<file path="src/rtl/qos_router_if.sv">
// Bus bundle for qos_router_param: input write port, per-channel read ports,
// pop-counter readout, threshold programming and FSM status.
interface qos_router_if #(
  parameter int DATA_W = 12,
  parameter int NUM_CH = 4,
  parameter int ADDR_W = 3,
  parameter int CNT_W  = 5,
  parameter int CH_W   = $clog2(NUM_CH)
);
  logic                     init;
  logic [ADDR_W:0]          umbralHigh;
  logic [ADDR_W:0]          umbralLow;
  logic [DATA_W-1:0]        data_in;
  logic                     push;
  logic                     in_full;
  logic [NUM_CH-1:0]        pop;
  logic [NUM_CH*DATA_W-1:0] data_out;
  logic [NUM_CH-1:0]        empty;
  logic [NUM_CH-1:0]        almost_full;
  logic [NUM_CH-1:0]        almost_empty;
  logic                     req;
  logic [CH_W-1:0]          idx;
  logic [CNT_W-1:0]         data;
  logic                     valid;
  logic [2:0]               state_out;
  logic                     idle_out;
  logic                     active_out;
  logic                     error_out;

  modport slave (
    input  init, umbralHigh, umbralLow, data_in, push, pop, req, idx,
    output in_full, data_out, empty, almost_full, almost_empty,
           data, valid, state_out, idle_out, active_out, error_out
  );

  modport master (
    output init, umbralHigh, umbralLow, data_in, push, pop, req, idx,
    input  in_full, data_out, empty, almost_full, almost_empty,
           data, valid, state_out, idle_out, active_out, error_out
  );
endinterface

</file>
<file path="src/rtl/qos_router_param.sv">
// Generic FIFO: write visible at head next cycle; read data is the combinational head.
// No internal protection: the caller never writes when full nor reads when empty.
module qos_router_fifo #(
  parameter int W      = 12,
  parameter int ADDR_W = 3
) (
  input  logic            clk,
  input  logic            reset,
  input  logic            wr_en,
  input  logic [W-1:0]    wr_dat,
  input  logic            rd_en,
  output logic [W-1:0]    rd_dat,
  output logic [ADDR_W:0] occ
);
  localparam int DEPTH = 1 << ADDR_W;

  logic [W-1:0]      mem_q [DEPTH];
  logic [W-1:0]      mem_d [DEPTH];
  logic [ADDR_W-1:0] wr_ptr_q, wr_ptr_d, rd_ptr_q, rd_ptr_d;
  logic [ADDR_W:0]   occ_q, occ_d;

  always_comb begin
    mem_d    = mem_q;
    wr_ptr_d = wr_ptr_q;
    rd_ptr_d = rd_ptr_q;
    occ_d    = occ_q;
    if (wr_en) begin
      mem_d[wr_ptr_q] = wr_dat;
      wr_ptr_d        = wr_ptr_q + 1'b1;
    end
    if (rd_en) begin
      rd_ptr_d = rd_ptr_q + 1'b1;
    end
    case ({wr_en, rd_en})
      2'b10:   occ_d = occ_q + 1'b1;
      2'b01:   occ_d = occ_q - 1'b1;
      default: ;
    endcase
  end

  always_ff @(posedge clk) begin
    mem_q <= mem_d;
  end

  always_ff @(posedge clk) begin
    if (reset) begin
      wr_ptr_q <= '0;
      rd_ptr_q <= '0;
      occ_q    <= '0;
    end else begin
      wr_ptr_q <= wr_ptr_d;
      rd_ptr_q <= rd_ptr_d;
      occ_q    <= occ_d;
    end
  end

  assign rd_dat = mem_q[rd_ptr_q];
  assign occ    = occ_q;
endmodule

// QoS router: input FIFO -> one of NUM_CH channel FIFOs by class field; push->head 1 cycle,
// earliest channel visibility 2 cycles, pop->data_out 1 cycle; head-of-line stall on almost_full.
module qos_router_param #(
  parameter int DATA_W   = 12,
  parameter int NUM_CH   = 4,
  parameter int CH_LSB   = 10,
  parameter int ADDR_W   = 3,
  parameter int CNT_W    = 5,
  parameter int HIGH_DEF = 6,
  parameter int LOW_DEF  = 1
) (
  input logic        clk,
  input logic        reset,
  qos_router_if.slave bus
);
  localparam int CH_W  = $clog2(NUM_CH);
  localparam int DEPTH = 1 << ADDR_W;

  typedef logic [ADDR_W:0] occ_t;
  localparam occ_t DEPTH_OCC = occ_t'(DEPTH);
  localparam occ_t HIGH_RST  = occ_t'(HIGH_DEF);
  localparam occ_t LOW_RST   = occ_t'(LOW_DEF);

  typedef enum logic [2:0] {
    S_RESET  = 3'd0,
    S_INIT   = 3'd1,
    S_IDLE   = 3'd2,
    S_ACTIVE = 3'd3,
    S_ERROR  = 3'd4
  } state_e;

  state_e                         state_q, state_d;
  occ_t                           high_q, high_d, low_q, low_d, hi_clamp;
  logic [NUM_CH-1:0][DATA_W-1:0]  dout_q, dout_d, ch_head;
  logic [NUM_CH-1:0][CNT_W-1:0]   cnt_q, cnt_d;
  logic [CNT_W-1:0]               rd_q, rd_d;
  logic                           vld_q, vld_d;

  logic [DATA_W-1:0] in_head;
  occ_t              in_occ;
  occ_t              ch_occ [NUM_CH];
  logic [NUM_CH-1:0] empty_v, afull_v, aempty_v, pop_ok, ch_wr;
  logic              in_full_v, op_en, push_ok, xfer, access_err, busy;
  logic [CH_W-1:0]   head_ch;

  always_comb begin
    for (int i = 0; i < NUM_CH; i++) begin
      empty_v[i]  = (ch_occ[i] == '0);
      afull_v[i]  = (ch_occ[i] >= high_q);
      aempty_v[i] = (ch_occ[i] <= low_q);
    end
  end

  assign in_full_v  = (in_occ == DEPTH_OCC);
  assign op_en      = (state_q == S_IDLE) || (state_q == S_ACTIVE);
  assign push_ok    = op_en && bus.push && !in_full_v;
  assign pop_ok     = bus.pop & ~empty_v & {NUM_CH{op_en}};
  assign head_ch    = in_head[CH_LSB +: CH_W];
  assign xfer       = op_en && (in_occ != '0) && !afull_v[head_ch];
  assign access_err = (bus.push && in_full_v) || (|(bus.pop & empty_v));
  assign busy       = (in_occ != '0) || !(&empty_v);
  assign hi_clamp   = (bus.umbralHigh > DEPTH_OCC) ? DEPTH_OCC : bus.umbralHigh;

  always_comb begin
    ch_wr = '0;
    if (xfer) begin
      ch_wr[head_ch] = 1'b1;
    end
  end

  qos_router_fifo #(.W(DATA_W), .ADDR_W(ADDR_W)) u_in_fifo (
    .clk(clk), .reset(reset),
    .wr_en(push_ok), .wr_dat(bus.data_in),
    .rd_en(xfer), .rd_dat(in_head), .occ(in_occ)
  );

  for (genvar g = 0; g < NUM_CH; g++) begin : g_ch
    qos_router_fifo #(.W(DATA_W), .ADDR_W(ADDR_W)) u_ch_fifo (
      .clk(clk), .reset(reset),
      .wr_en(ch_wr[g]), .wr_dat(in_head),
      .rd_en(pop_ok[g]), .rd_dat(ch_head[g]), .occ(ch_occ[g])
    );
  end

  always_comb begin
    state_d = state_q;
    high_d  = high_q;
    low_d   = low_q;
    case (state_q)
      S_RESET: state_d = S_INIT;
      S_INIT: begin
        // An inverted or degenerate window falls back to the defaults as a pair.
        if (bus.umbralLow >= hi_clamp) begin
          high_d = HIGH_RST;
          low_d  = LOW_RST;
        end else begin
          high_d = hi_clamp;
          low_d  = bus.umbralLow;
        end
        if (!bus.init) state_d = S_IDLE;
      end
      S_IDLE: begin
        if (bus.init)                 state_d = S_INIT;
        else if (busy || bus.push)    state_d = S_ACTIVE;
      end
      S_ACTIVE: begin
        if (bus.init)                 state_d = S_INIT;
        else if (!busy && !bus.push)  state_d = S_IDLE;
      end
      S_ERROR: state_d = S_ERROR;
      default: state_d = S_RESET;
    endcase
    if ((state_q != S_RESET) && access_err) begin
      state_d = S_ERROR;
    end
  end

  always_comb begin
    dout_d = dout_q;
    cnt_d  = cnt_q;
    rd_d   = rd_q;
    vld_d  = 1'b0;
    for (int i = 0; i < NUM_CH; i++) begin
      if (pop_ok[i]) begin
        dout_d[i] = ch_head[i];
        cnt_d[i]  = cnt_q[i] + 1'b1;
      end
    end
    if (op_en && bus.req) begin
      rd_d  = cnt_q[bus.idx];
      vld_d = 1'b1;
    end
  end

  always_ff @(posedge clk) begin
    if (reset) begin
      state_q <= S_RESET;
      high_q  <= HIGH_RST;
      low_q   <= LOW_RST;
      dout_q  <= '0;
      cnt_q   <= '0;
      rd_q    <= '0;
      vld_q   <= 1'b0;
    end else begin
      state_q <= state_d;
      high_q  <= high_d;
      low_q   <= low_d;
      dout_q  <= dout_d;
      cnt_q   <= cnt_d;
      rd_q    <= rd_d;
      vld_q   <= vld_d;
    end
  end

  assign bus.in_full      = in_full_v;
  assign bus.data_out     = dout_q;
  assign bus.empty        = empty_v;
  assign bus.almost_full  = afull_v;
  assign bus.almost_empty = aempty_v;
  assign bus.data         = rd_q;
  assign bus.valid        = vld_q;
  assign bus.state_out    = state_q;
  assign bus.idle_out     = (state_q == S_IDLE);
  assign bus.active_out   = (state_q == S_ACTIVE);
  assign bus.error_out    = (state_q == S_ERROR);
endmodule

</file>
<file path="src/flat_wrapper.sv">
// flat-port wrapper written by rule: the top's interface ports become plain ports
module qos_router_param_flat 
#(
  parameter int DATA_W   = 12,
  parameter int NUM_CH   = 4,
  parameter int CH_LSB   = 10,
  parameter int ADDR_W   = 3,
  parameter int CNT_W    = 5,
  parameter int HIGH_DEF = 6,
  parameter int LOW_DEF  = 1
)
  (clk, reset, bus_init, bus_umbralHigh, bus_umbralLow, bus_data_in, bus_push, bus_pop, bus_req, bus_idx, bus_in_full, bus_data_out, bus_empty, bus_almost_full, bus_almost_empty, bus_data, bus_valid, bus_state_out, bus_idle_out, bus_active_out, bus_error_out);
  qos_router_if #(.DATA_W(DATA_W), .NUM_CH(NUM_CH), .ADDR_W(ADDR_W), .CNT_W(CNT_W)) bus_i ();
  input logic clk;
  input logic reset;
  input wire logic [$bits(bus_i.init)-1:0] bus_init;
  input wire logic [$bits(bus_i.umbralHigh)-1:0] bus_umbralHigh;
  input wire logic [$bits(bus_i.umbralLow)-1:0] bus_umbralLow;
  input wire logic [$bits(bus_i.data_in)-1:0] bus_data_in;
  input wire logic [$bits(bus_i.push)-1:0] bus_push;
  input wire logic [$bits(bus_i.pop)-1:0] bus_pop;
  input wire logic [$bits(bus_i.req)-1:0] bus_req;
  input wire logic [$bits(bus_i.idx)-1:0] bus_idx;
  output wire logic [$bits(bus_i.in_full)-1:0] bus_in_full;
  output wire logic [$bits(bus_i.data_out)-1:0] bus_data_out;
  output wire logic [$bits(bus_i.empty)-1:0] bus_empty;
  output wire logic [$bits(bus_i.almost_full)-1:0] bus_almost_full;
  output wire logic [$bits(bus_i.almost_empty)-1:0] bus_almost_empty;
  output wire logic [$bits(bus_i.data)-1:0] bus_data;
  output wire logic [$bits(bus_i.valid)-1:0] bus_valid;
  output wire logic [$bits(bus_i.state_out)-1:0] bus_state_out;
  output wire logic [$bits(bus_i.idle_out)-1:0] bus_idle_out;
  output wire logic [$bits(bus_i.active_out)-1:0] bus_active_out;
  output wire logic [$bits(bus_i.error_out)-1:0] bus_error_out;
  assign bus_i.init = bus_init;
  assign bus_i.umbralHigh = bus_umbralHigh;
  assign bus_i.umbralLow = bus_umbralLow;
  assign bus_i.data_in = bus_data_in;
  assign bus_i.push = bus_push;
  assign bus_i.pop = bus_pop;
  assign bus_i.req = bus_req;
  assign bus_i.idx = bus_idx;
  assign bus_in_full = bus_i.in_full;
  assign bus_data_out = bus_i.data_out;
  assign bus_empty = bus_i.empty;
  assign bus_almost_full = bus_i.almost_full;
  assign bus_almost_empty = bus_i.almost_empty;
  assign bus_data = bus_i.data;
  assign bus_valid = bus_i.valid;
  assign bus_state_out = bus_i.state_out;
  assign bus_idle_out = bus_i.idle_out;
  assign bus_active_out = bus_i.active_out;
  assign bus_error_out = bus_i.error_out;
  qos_router_param #(.DATA_W(DATA_W), .NUM_CH(NUM_CH), .CH_LSB(CH_LSB), .ADDR_W(ADDR_W), .CNT_W(CNT_W), .HIGH_DEF(HIGH_DEF), .LOW_DEF(LOW_DEF)) u_core (.clk(clk), .reset(reset), .bus(bus_i));
endmodule
</file>
<file path="config.mk">
export PLATFORM = sky130hd
export DESIGN_NAME = qos_router_param_flat
export DESIGN_NICKNAME = d
export VERILOG_FILES = /design/src/rtl/qos_router_if.sv /design/src/rtl/qos_router_param.sv /design/src/flat_wrapper.sv
export SDC_FILE = /design/constraint.sdc
export NUM_CORES = 1
export LEC_CHECK = 0
export BUFFER_PORTS_ARGS = -buffer_cell sky130_fd_sc_hd__buf_2
export CELL_PAD_IN_SITES_DETAIL_PLACEMENT = 0
export CELL_PAD_IN_SITES_GLOBAL_PLACEMENT = 1
export CORE_MARGIN = 3
export CORE_UTILIZATION = 45
export CTS_BUF_LIST = sky130_fd_sc_hd__clkbuf_4
export CTS_CLUSTER_SIZE = 12
export DETAILED_ROUTE_END_ITERATION = 6
export PLACE_DENSITY = 0.8
export SETUP_SLACK_MARGIN = 0.2
export SLEW_MARGIN = 20
export SYNTH_ARGS = -nofsm -noshare
export SYNTH_HDL_FRONTEND = slang
export SYNTH_SLANG_ARGS = --single-unit
</file>
<file path="constraint.sdc">
create_clock -name clk -period 4.2 [get_ports clk]
set_input_delay 0.84 -clock clk [delete_from_list [all_inputs] [get_ports clk]]
set_output_delay 0.84 -clock clk [all_outputs]
set_load 0.01 [all_outputs]
</file>
==> run summary, run 1 <==
status = complete, no violations
CP max FO = 15
Max clock buf depth = 3
HPWL Detailed = 31.55 mm
critical path class = register to register
clock sinks = 615
Syn Inst Count = 1483
syn avg cell area = 16.68 µm²
worst hold endpoint = u_core.low_q[3]
wire per inst = 19.85 µm
Min Clock Period, post-route = 3.573 ns
clk slew on worst S/H paths = 0.06 ns
Slew @ Worst Pin = 1.059 ns
Multi-input gate area = 0.007291 mm²
TritonCTS clock tree = built
Most used DFF post-synth = edfxtp_1
Initial Util = 45.70%
Layout Cells excl Fill = 2569
HP Start = bus_umbralLow[3]
CTS buffer count = 154
postcts setup bufs = 0
die area = 0.05782 mm²
CTS root buf = clkbuf_4
final hold vios = 0
Cell Pwr Density = 421.2 mW/mm²
routed vias/inst = 5.316
fraction of layout cells with a size suffix above 1 = 31.84%
commonest non-fill, non-tap cell in the layout = edfxtp_1
min-delay worst type = input pin to register
global placer's final weighted congestion = 0.7731
Max VDD drop = 0.2587 mV
r2r endpoint = u_core.u_in_fifo.occ[3]
H-Tree Depth = 4
Filler cells = 4270
Die X = 240.5 µm
synthesis warning total = 0
DR vias = 13660
DRT Wirelength = 50.99 mm
cell area after synthesis = 0.02474 mm²
Net Sw Frac = 21.17%
clock latency on the worst-skew pair = 0.96 ns
Std-Cell Rows = 85
EDFF count, synth = 480
CTS Hold Buffers Added = 0
#FFs+latches synth = 615
Cells after DPL = 2280
async set or reset register ratio after synthesis = 0%
CP Capture Type = register
Sw Pwr = 2.551 mW
Seq/Total Area, Yosys = 69.19%
IO Port Bufs = 103
largest net degree at the start of global routing = 76
DRC Markers = 0
gr usage total = 18.32%
Net Count, Synth = 1584
clk_skew = 0.05933 ns
Critical R2R Launch = u_core.u_in_fifo.rd_ptr_q[0]
highest-count cells in the layout ignoring fill and taps = edfxtp_1, clkbuf_4, nor2_1
setup total negative slack = 0 ns
Clock power frac = 43.4%
Final Cycle Share = 85.08%
P&R area growth vs syn = 15.64%
initial DRC count = 798
first-pass GRT wire length = 79.68 mm
CP Data Arrival Time = 4.42 ns
total congestion overflow = 0
Unique masters post-synth = 51
Final nets = 1841
combinational share of power = 2.2%
hold path depth = 3
max-slew violations = 0
cell internal pwr = 9.499 mW
reg2reg setup slack = 0.63 ns
I/O pin cnt = 104
Worst Setup Start Kind = register
LEAKAGE = 9.708 nW
TritonRoute pass-1 iters = 5
post_cts resized = 0
core area = 0.05413 mm²
via count of the first global-routing pass = 14290
RSZ-0062 raised after global routing = no
Flop pwr share = 54.4%
cells on worst reg2reg path = 15
Post-DRT Antenna Nets = 0
final total power = 12.05 mW
Worst EP required = 5.05 ns
max cap viols = 0
Max Fclk = 279.8 MHz
Final Setup Violations = 0
Register Area = 0.01712 mm²
initial antenna violation count = 3
normalized max-slew margin = 29.30%
die height = 240.5 µm
worst max-delay path, cell delays in order (launching register included):
cell	delay, ns
dfxtp_4	0.49
and2b_1	0.21
a2111oi_0	0.38
buf_4	0.19
nor4_4	0.04
buf_4	0.19
mux2i_1	0.18
a22oi_2	0.32
inv_1	0.08
ha_1	0.24
ha_1	0.28
a21o_1	0.17
a21oi_1	0.16
xnor2_1	0.09
or3_1	0.30
a21oi_1	0.13
flip-flops by register name (all words and copies together) (netlist names):
register,count
u_core.g_ch.u_ch_fifo.mem_q,384
u_core.g_ch.u_ch_fifo.wr_ptr_q,12
u_core.bus.valid,1
u_core.u_in_fifo.rd_ptr_q,3
u_core.u_in_fifo.mem_q,96
u_core.bus.data,5
u_core.g_ch.u_ch_fifo.rd_ptr_q,12
u_core.u_in_fifo.occ,4
u_core.u_in_fifo.wr_ptr_q,3
u_core.cnt_q,20
u_core.low_q,4
u_core.high_q,4
u_core.g_ch.u_ch_fifo.occ,16
u_core.bus.state_out,3
u_core.bus.data_out,48
power by group through the flow:
stage | Sequential (mW) | Combinational [mW] | Clock, mW
floorplan | 6.68 | 0.154 | 0
global placement | 6.69 | 0.265 | 0
detailed placement | 6.69 | 0.273 | 0
CTS | 6.55 | 0.275 | 5.40
global route | 6.55 | 0.304 | 5.72
finish | 6.55 | 0.270 | 5.23
metrics by stage:
stage | hold WS [ns] | worst slack (ns) | utilization (%) | cell area [µm²]
5_1_grt | 0.07971 | 0.3101 | 52.84 | 28600
6_report | 0.1431 | 0.6266 | 52.85 | 28610
3_3_place_gp | 0.4437 | 0.5689 | 48.88 | 26460
3_5_place_dp | 0.4486 | 0.4873 | 48.88 | 26460
2_1_floorplan | 0.4739 | 0.3379 | - | 24740
4_1_cts | 0.0005039 | 0.4473 | 52.77 | 28570
synth_stat cells, drive strengths merged, types with 18 or more instances:
master  instances  area share, %
a211oi         49            1.5
a21oi          43           0.87
buf            25           0.45
clkbuf         51           0.77
dfxtp         135             11
edfxtp        480             58
ha             65            3.3
inv            32           0.49
mux2i          66            2.7
mux4          123             11
nand2          69            1.1
nand2b         19           0.49
nor2          142            2.2
nor3b          18           0.57
xor2           27           0.96
metal layers:
metal	routed length [µm]	part of all wire, %	track usage (%)	up-vias
met3	2759	5.4	4.783	97
met4	1183	2.3	7.614	2
met5	13	0.025	0	-
met2	24820	49	29.38	342
met1	22220	44	23.89	6848
li1	-	-	-	6367
how the worst max path moves through the flow:
stage | startpoint | endpoint | slack, ns | depth (start not counted)
2_1_floorplan | u_core.u_in_fifo.rd_ptr_q[0] | u_core.g_ch[1].u_ch_fifo.mem_q[60] | 0.34 | 7
3_3_place_gp | u_core.u_in_fifo.rd_ptr_q[0] | u_core.u_in_fifo.occ[3] | 0.57 | 15
3_5_place_dp | u_core.u_in_fifo.rd_ptr_q[0] | u_core.g_ch[2].u_ch_fifo.occ[3] | 0.49 | 13
4_1_cts | u_core.u_in_fifo.rd_ptr_q[2] | u_core.u_in_fifo.occ[3] | 0.45 | 15
5_1_grt | u_core.u_in_fifo.rd_ptr_q[0] | u_core.u_in_fifo.occ[3] | 0.31 | 15
6_report | u_core.u_in_fifo.rd_ptr_q[0] | u_core.u_in_fifo.occ[3] | 0.63 | 15
layout make-up:
| cell class | count | area share [%] |
|---|---|---|
| tap | 696 | 3.044 |
| clock buffer | 236 | 6.193 |
| antenna | 4 | 0.03499 |
| multi-input combinational | 760 | 25.48 |
| clock inverter | 49 | 1.172 |
| sequential | 615 | 59.86 |
| timing repair buffer | 177 | 3.796 |
| inverter | 32 | 0.4199 |
cell families (layout without fill, tap and decap cells):
kind of cell / Yosys count / in the layout / synth area share (%)
AO/OA/AOI/OAI: 136 / 136 / 3.677
AND/OR/NAND/NOR: 318 / 318 / 6.170
flip-flops: 615 / 615 / 69.19
other: 0 / 4 / 0
buffers and inverters: 108 / 494 / 1.710
multiplexers: 192 / 192 / 14.00
XOR/XNOR: 44 / 44 / 1.558
adder cells (fa/ha/maj): 70 / 70 / 3.692
Power figures use the tool's default switching activity.
==> inputs of run 2 (changes only) <==
--- a/config.mk
+++ b/config.mk
@@ -5,6 +5,7 @@
 export SDC_FILE = /design/constraint.sdc
 export NUM_CORES = 1
 export LEC_CHECK = 0
+export ABC_AREA = 1
 export BUFFER_PORTS_ARGS = -buffer_cell sky130_fd_sc_hd__buf_2
 export CELL_PAD_IN_SITES_DETAIL_PLACEMENT = 0
 export CELL_PAD_IN_SITES_GLOBAL_PLACEMENT = 1
@@ -13,7 +14,7 @@
 export CTS_BUF_LIST = sky130_fd_sc_hd__clkbuf_4
 export CTS_CLUSTER_SIZE = 12
 export DETAILED_ROUTE_END_ITERATION = 6
-export PLACE_DENSITY = 0.8
+export PLACE_DENSITY = 0.84
 export SETUP_SLACK_MARGIN = 0.2
 export SLEW_MARGIN = 20
 export SYNTH_ARGS = -nofsm -noshare
==> run summary, run 2 <==
I/O pin cnt = 104
#FFs+latches synth = 615
commonest non-fill, non-tap cell in the layout = edfxtp_1
P&R area growth vs syn = 14.50%
TritonRoute pass-1 iters = 7
RSZ-0062 raised after global routing = no
initial antenna violation count = 2
Synth area leader = edfxtp_1
max cap viols = 0
Syn Inst Count = 2247
reg2reg setup slack = 0.70 ns
Final Cycle Share = 83.24%
Post-synth top cells = edfxtp_1, nor2_1, o21ai_0, nand2_1, inv_1
status = complete, but fails checks
DR vias = 17900
total congestion overflow = 0
clk_skew = 0.06842 ns
Cell Pwr Density = 423.0 mW/mm²
HP Start = bus_data_in[0]
EDFF count, synth = 480
CP Data Arrival Time = 4.32 ns
Seq/Total Area, Yosys = 67.08%
H-Tree Depth = 4
most frequent cell after synthesis = edfxtp_1
routed vias/inst = 5.344
first-pass GRT wire length = 94.36 mm
async set or reset register ratio after synthesis = 0%
Initial Util = 45.87%
CTS buffer count = 158
normalized max-slew margin = 26.11%
fraction of layout cells with a size suffix above 1 = 18.31%
Largest register FFs = 384
die area = 0.05959 mm²
Slew @ Worst Pin = 1.107 ns
Final nets = 2564
Critical R2R Launch = u_core.u_in_fifo.rd_ptr_q[1]
syn avg cell area = 11.36 µm²
CP Capture Type = register
setup total negative slack = 0 ns
wire per inst = 17.89 µm
Min Clock Period, post-route = 3.496 ns
via count of the first global-routing pass = 17720
hold path depth = 1
LEAKAGE = 10.61 nW
cell area after synthesis = 0.02552 mm²
initial DRC count = 1336
CTS root buf = clkbuf_4
clock latency on the worst-skew pair = 0.98 ns
IO Port Bufs = 103
post_cts resized = 0
Max clock buf depth = 3
highest-count cells in the layout ignoring fill and taps = edfxtp_1, nor2_1, o21ai_0
Worst Setup Start Kind = register
largest net degree at the start of global routing = 75
postcts setup bufs = 0
Finished Core Util = 52.52%
worst hold endpoint = u_core.u_in_fifo.mem_q[12]
die height = 244.1 µm
core area = 0.05563 mm²
clk slew on worst S/H paths = 0.06 ns
r2r endpoint = u_core.g_ch[3].u_ch_fifo.occ[3]
cells on worst reg2reg path = 21
synthesis warning total = 0
critical path class = register to register
DRT Wirelength = 59.92 mm
Final Setup Violations = 0
failing checks = DRC
Max VDD drop = 0.2419 mV
DRC Markers = 5
TritonCTS clock tree = built
clock sinks = 615
Most used DFF post-synth = edfxtp_1
global placer's final weighted congestion = 0.8068
CTS Hold Buffers Added = 0
largest reg by FF count = u_core.g_ch.u_ch_fifo.mem_q
post-synth top area share = 56.49%
top cells by area, synth = edfxtp_1, dfxtp_1, nor2_1
min-delay worst type = input pin to register
Unique masters post-synth = 38
Net Count, Synth = 2348
Std-Cell Rows = 86
HPWL Detailed = 35.50 mm
Die X = 244.1 µm
Max Fclk = 286.0 MHz
final hold vios = 0
Worst EP required = 5.03 ns
max-slew violations = 0
Post-DRT Antenna Nets = 0
gr usage total = 20.18%
CP max FO = 38
[run 2: cell types whose count changed after synthesis, sizes merged, moves of 54 or more]
cell	delta
a21oi	+88
inv	+124
mux2i	-54
mux4	-123
nand2	+125
nor2	+259
o21ai	+264
[run 2: kinds of logic after synthesis]
family / after synthesis / synth area share (%)
xor+xnor: 6 / 0.2060
mux: 12 / 0.4708
flops: 615 / 67.08
fa+ha+maj: 70 / 3.580
simple gates: 679 / 11.08
buf+inv: 277 / 4.212
compound gates: 588 / 13.37
[run 2: per-layer routing]
layer | GRT usage, % | wire [µm] | vias to the layer above
met5 | 0 | 0 | -
li1 | - | - | 8631
met4 | 7.215 | 978 | 0
met3 | 4.254 | 3386 | 64
met2 | 33.75 | 29410 | 526
met1 | 26.08 | 26150 | 8683
[run 2: worst max-delay path by stage]
stage                            startpoint                               to  slack (ns)  cells past startpoint
3_3_place_gp   u_core.u_in_fifo.rd_ptr_q[1]          u_core.u_in_fifo.occ[3]        0.90                     20
4_1_cts        u_core.u_in_fifo.rd_ptr_q[1]  u_core.g_ch[3].u_ch_fifo.occ[3]        0.78                     21
2_1_floorplan  u_core.u_in_fifo.rd_ptr_q[0]  u_core.g_ch[3].u_ch_fifo.occ[3]        1.09                     20
6_report       u_core.u_in_fifo.rd_ptr_q[1]  u_core.g_ch[3].u_ch_fifo.occ[3]        0.70                     21
3_5_place_dp   u_core.u_in_fifo.rd_ptr_q[1]          u_core.u_in_fifo.occ[3]        0.84                     20
5_1_grt        u_core.u_in_fifo.rd_ptr_q[1]  u_core.g_ch[3].u_ch_fifo.occ[3]        0.33                     21
[run 2: report_power, final]
part	total (mW)	internal, mW	switching [mW]
Sequential	6.61	6.56	0.0422
Combinational	0.523	0.181	0.342
Clock	5.23	2.79	2.44
[run 2: worst max-delay path: stages (launching register included)]
cell and delay, ns:
dfxtp_1 0.34, inv_2 0.20, nand3_1 0.18, nand2_1 0.06
nand2_1 0.10, nand2_4 0.25, nand2_1 0.16, nand2_2 0.08
nand2_2 0.08, nand3_4 0.17, nor2_4 0.20, inv_1 0.06
ha_1 0.24, ha_1 0.33, nand2_1 0.09, nor2_1 0.04
a211oi_1 0.29, nor2_1 0.09, nor2_1 0.11, nand2_1 0.07
o21ai_0 0.14, a21oi_1 0.06
[run 2: layout make-up]
cell class	instances	area (µm²)
fill	4735	26420
sequential	615	17120
multi-input combinational	1355	7387
clock buffer	223	1674
timing repair buffer	173	1041
tap	748	935.9
inverter	160	601.8
clock inverter	74	451.7
antenna	2	5.005
[run 2: metrics by stage]
step | hold slack (ns) | area, µm² | total power [mW] | worst slack [ns] | cells
after global placement | 0.4364 | 27080 | 7.232 | 0.8964 | 3051
after CTS | 0.02632 | 29210 | 12.51 | 0.7777 | 3348
after floorplan | 0.4223 | 25520 | 7.063 | 1.087 | 2247
after detailed placement | 0.4519 | 27080 | 7.263 | 0.8355 | 3051
final | 0.1331 | 29220 | 12.36 | 0.7041 | 3350
after global routing | 0.06188 | 29220 | 12.93 | 0.3304 | 3350
==> inputs of run 3 (changes only) <==
--- a/config.mk
+++ b/config.mk
@@ -5,7 +5,7 @@
 export SDC_FILE = /design/constraint.sdc
 export NUM_CORES = 1
 export LEC_CHECK = 0
-export ABC_AREA = 1
+export ABC_AREA = 0
 export BUFFER_PORTS_ARGS = -buffer_cell sky130_fd_sc_hd__buf_2
 export CELL_PAD_IN_SITES_DETAIL_PLACEMENT = 0
 export CELL_PAD_IN_SITES_GLOBAL_PLACEMENT = 1
@@ -14,7 +14,7 @@
 export CTS_BUF_LIST = sky130_fd_sc_hd__clkbuf_4
 export CTS_CLUSTER_SIZE = 12
 export DETAILED_ROUTE_END_ITERATION = 6
-export PLACE_DENSITY = 0.84
+export PLACE_DENSITY = 0.83
 export SETUP_SLACK_MARGIN = 0.2
 export SLEW_MARGIN = 20
 export SYNTH_ARGS = -nofsm -noshare
==> constraint.sdc (replaced) <==
create_clock -name clk -period 2.9 [get_ports clk]
set_input_delay 0.58 -clock clk [delete_from_list [all_inputs] [get_ports clk]]
set_output_delay 0.58 -clock clk [all_outputs]
set_load 0.01 [all_outputs]
==> run summary, run 3 (synthesized netlist as in run 1, its figures left out) <==
Slew @ Worst Pin = 0.9138 ns
highest-count cells in the layout ignoring fill and taps = edfxtp_1, clkbuf_4, nor2_1
LEAKAGE = 10.61 nW
total congestion overflow = 0
final total power = 17.46 mW
critical path class = register to register
Std-Cell Rows = 85
Cell Pwr Density = 562.2 mW/mm²
Max Fclk = 321.3 MHz
Worst Setup Start Kind = register
clock latency on the worst-skew pair = 0.95 ns
core area = 0.05413 mm²
DRC Markers = 0
Final Setup Violations = 10
TritonCTS clock tree = built
Hold WS = 0.1104 ns
TritonRoute pass-1 iters = 5
global placer's final weighted congestion = 0.7698
clock sinks = 615
Largest register FFs = 384
I/O pin cnt = 104
Critical R2R Launch = u_core.u_in_fifo.rd_ptr_q[0]
H-Tree Depth = 4
via count of the first global-routing pass = 14990
clk_skew = 0.05205 ns
initial DRC count = 845
Final Cycle Share = 107.3%
CTS root buf = clkbuf_4
Worst EP required = 3.77 ns
Post-DRT Antenna Nets = 0
CP max FO = 5
clk slew on worst S/H paths = 0.06 ns
Max VDD drop = 0.5083 mV
CTS buffer count = 158
Final nets = 1973
min-delay worst type = input pin to register
HPWL Detailed = 31.45 mm
normalized max-slew margin = 38.99%
max cap viols = 0
initial antenna violation count = 4
first-pass GRT wire length = 81.34 mm
Initial Util = 45.70%
Cells after DPL = 2343
DRT Wirelength = 52.32 mm
failing checks = setup timing
commonest non-fill, non-tap cell in the layout = edfxtp_1
wire per inst = 19.38 µm
Max clock buf depth = 3
Layout Cells excl Fill = 2699
largest net degree at the start of global routing = 62
Finished Core Util = 57.39%
final worst slack = -0.2126 ns
die height = 240.5 µm
Min Clock Period, post-route = 3.113 ns
DR vias = 14370
Die X = 240.5 µm
Worst setup startpoint = u_core.u_in_fifo.rd_ptr_q[0]
CP Data Arrival Time = 3.98 ns
fraction of layout cells with a size suffix above 1 = 41.79%
HP Start = bus_umbralHigh[1]
status = complete, but fails checks
routed vias/inst = 5.323
IO Port Bufs = 103
largest reg by FF count = u_core.g_ch.u_ch_fifo.mem_q
gr usage total = 18.49%
RSZ-0062 raised after global routing = yes
max-slew violations = 0
P&R area growth vs syn = 25.57%
die area = 0.05782 mm²
CP Capture Type = register
final hold vios = 0
[run 3: cell count changes in the layout (fill, tap and decap cells not counted), sizes merged, moves of 51 or more]
cell    change
o21ai     -264
nor2      -259
nand2     -125
mux4      +123
inv       -120
buf       +110
a21oi      -88
mux2i      +54
o211ai     -51
[run 3: timing repair]
item / in CTS / in global routing
pin swaps: 32 / 40
setup buffers: 28 / 14
gates cloned: 0 / 2
gates resized for setup: 102 / 66
hold buffers: 21 / 0
setup endpoints to repair: 345 / 325
endpoints found under the hold margin: 111 / 0
[run 3: final timing paths]
kind                                     endpoint  slack [ns]  cells after the start
hold / removal                   u_core.high_q[1]        0.11                      4
setup reg to reg  u_core.g_ch[1].u_ch_fifo.occ[3]       -0.21                     17
setup / recovery  u_core.g_ch[1].u_ch_fifo.occ[3]       -0.21                     17
hold reg to reg                u_core.bus.data[0]        0.46                      2
[run 3: power by group]
| part | internal [mW] | total, mW | leakage, nW | switching, mW |
|---|---|---|---|---|
| clock | 4.10 | 7.49 | 1.26 | 3.39 |
| combinational | 0.214 | 0.493 | 3.94 | 0.279 |
| sequential | 9.45 | 9.48 | 5.41 | 0.0317 |
| total | 13.8 | 17.5 | 10.6 | 3.70 |
[run 3: metrics by stage]
stage                     cell area, µm²  TNS, ns  worst slack [ns]
after detailed placement           27670   -1.225           -0.2772
after global routing               31060   -3.652           -0.3351
after CTS                          30630   -1.001           -0.1350
after global placement             27670  -0.6791           -0.1869
final                              31060   -1.018           -0.2126
after floorplan                    25150   -64.97           -0.6920
[run 3: cell type report]
type,instances,area (µm²)
well taps,696,870.8
repair buffers,305,2670
clock buffers,243,1824
diodes,5,12.51
flip-flops and latches,615,17140
inverters,32,137.6
clock inverters,43,275.3
fillers,4019,23070
multi-input cells,760,8133
[run 3: layer usage]
| layer | wire (µm) | vias up | GRT usage (%) |
|---|---|---|---|
| met3 | 2943 | 90 | 5.322 |
| li1 | - | 6652 | - |
| met2 | 26720 | 371 | 30.87 |
| met1 | 21620 | 7254 | 23.12 |
| met5 | 0 | - | 0 |
| met4 | 1035 | 0 | 6.667 |
[run 3: critical path: stages, from the launching register on]
cell and delay [ns]:
dfxtp_4 0.36, buf_6 0.13, nor2b_4 0.11, a2111oi_2 0.04
buf_4 0.14, nor4_4 0.32, buf_4 0.18, buf_12 0.10
buf_8 0.09, nor4b_4 0.21, inv_2 0.08, ha_4 0.18
ha_4 0.21, a21o_1 0.17, a21oi_2 0.15, xnor2_1 0.09
or3_1 0.31, a21oi_1 0.15
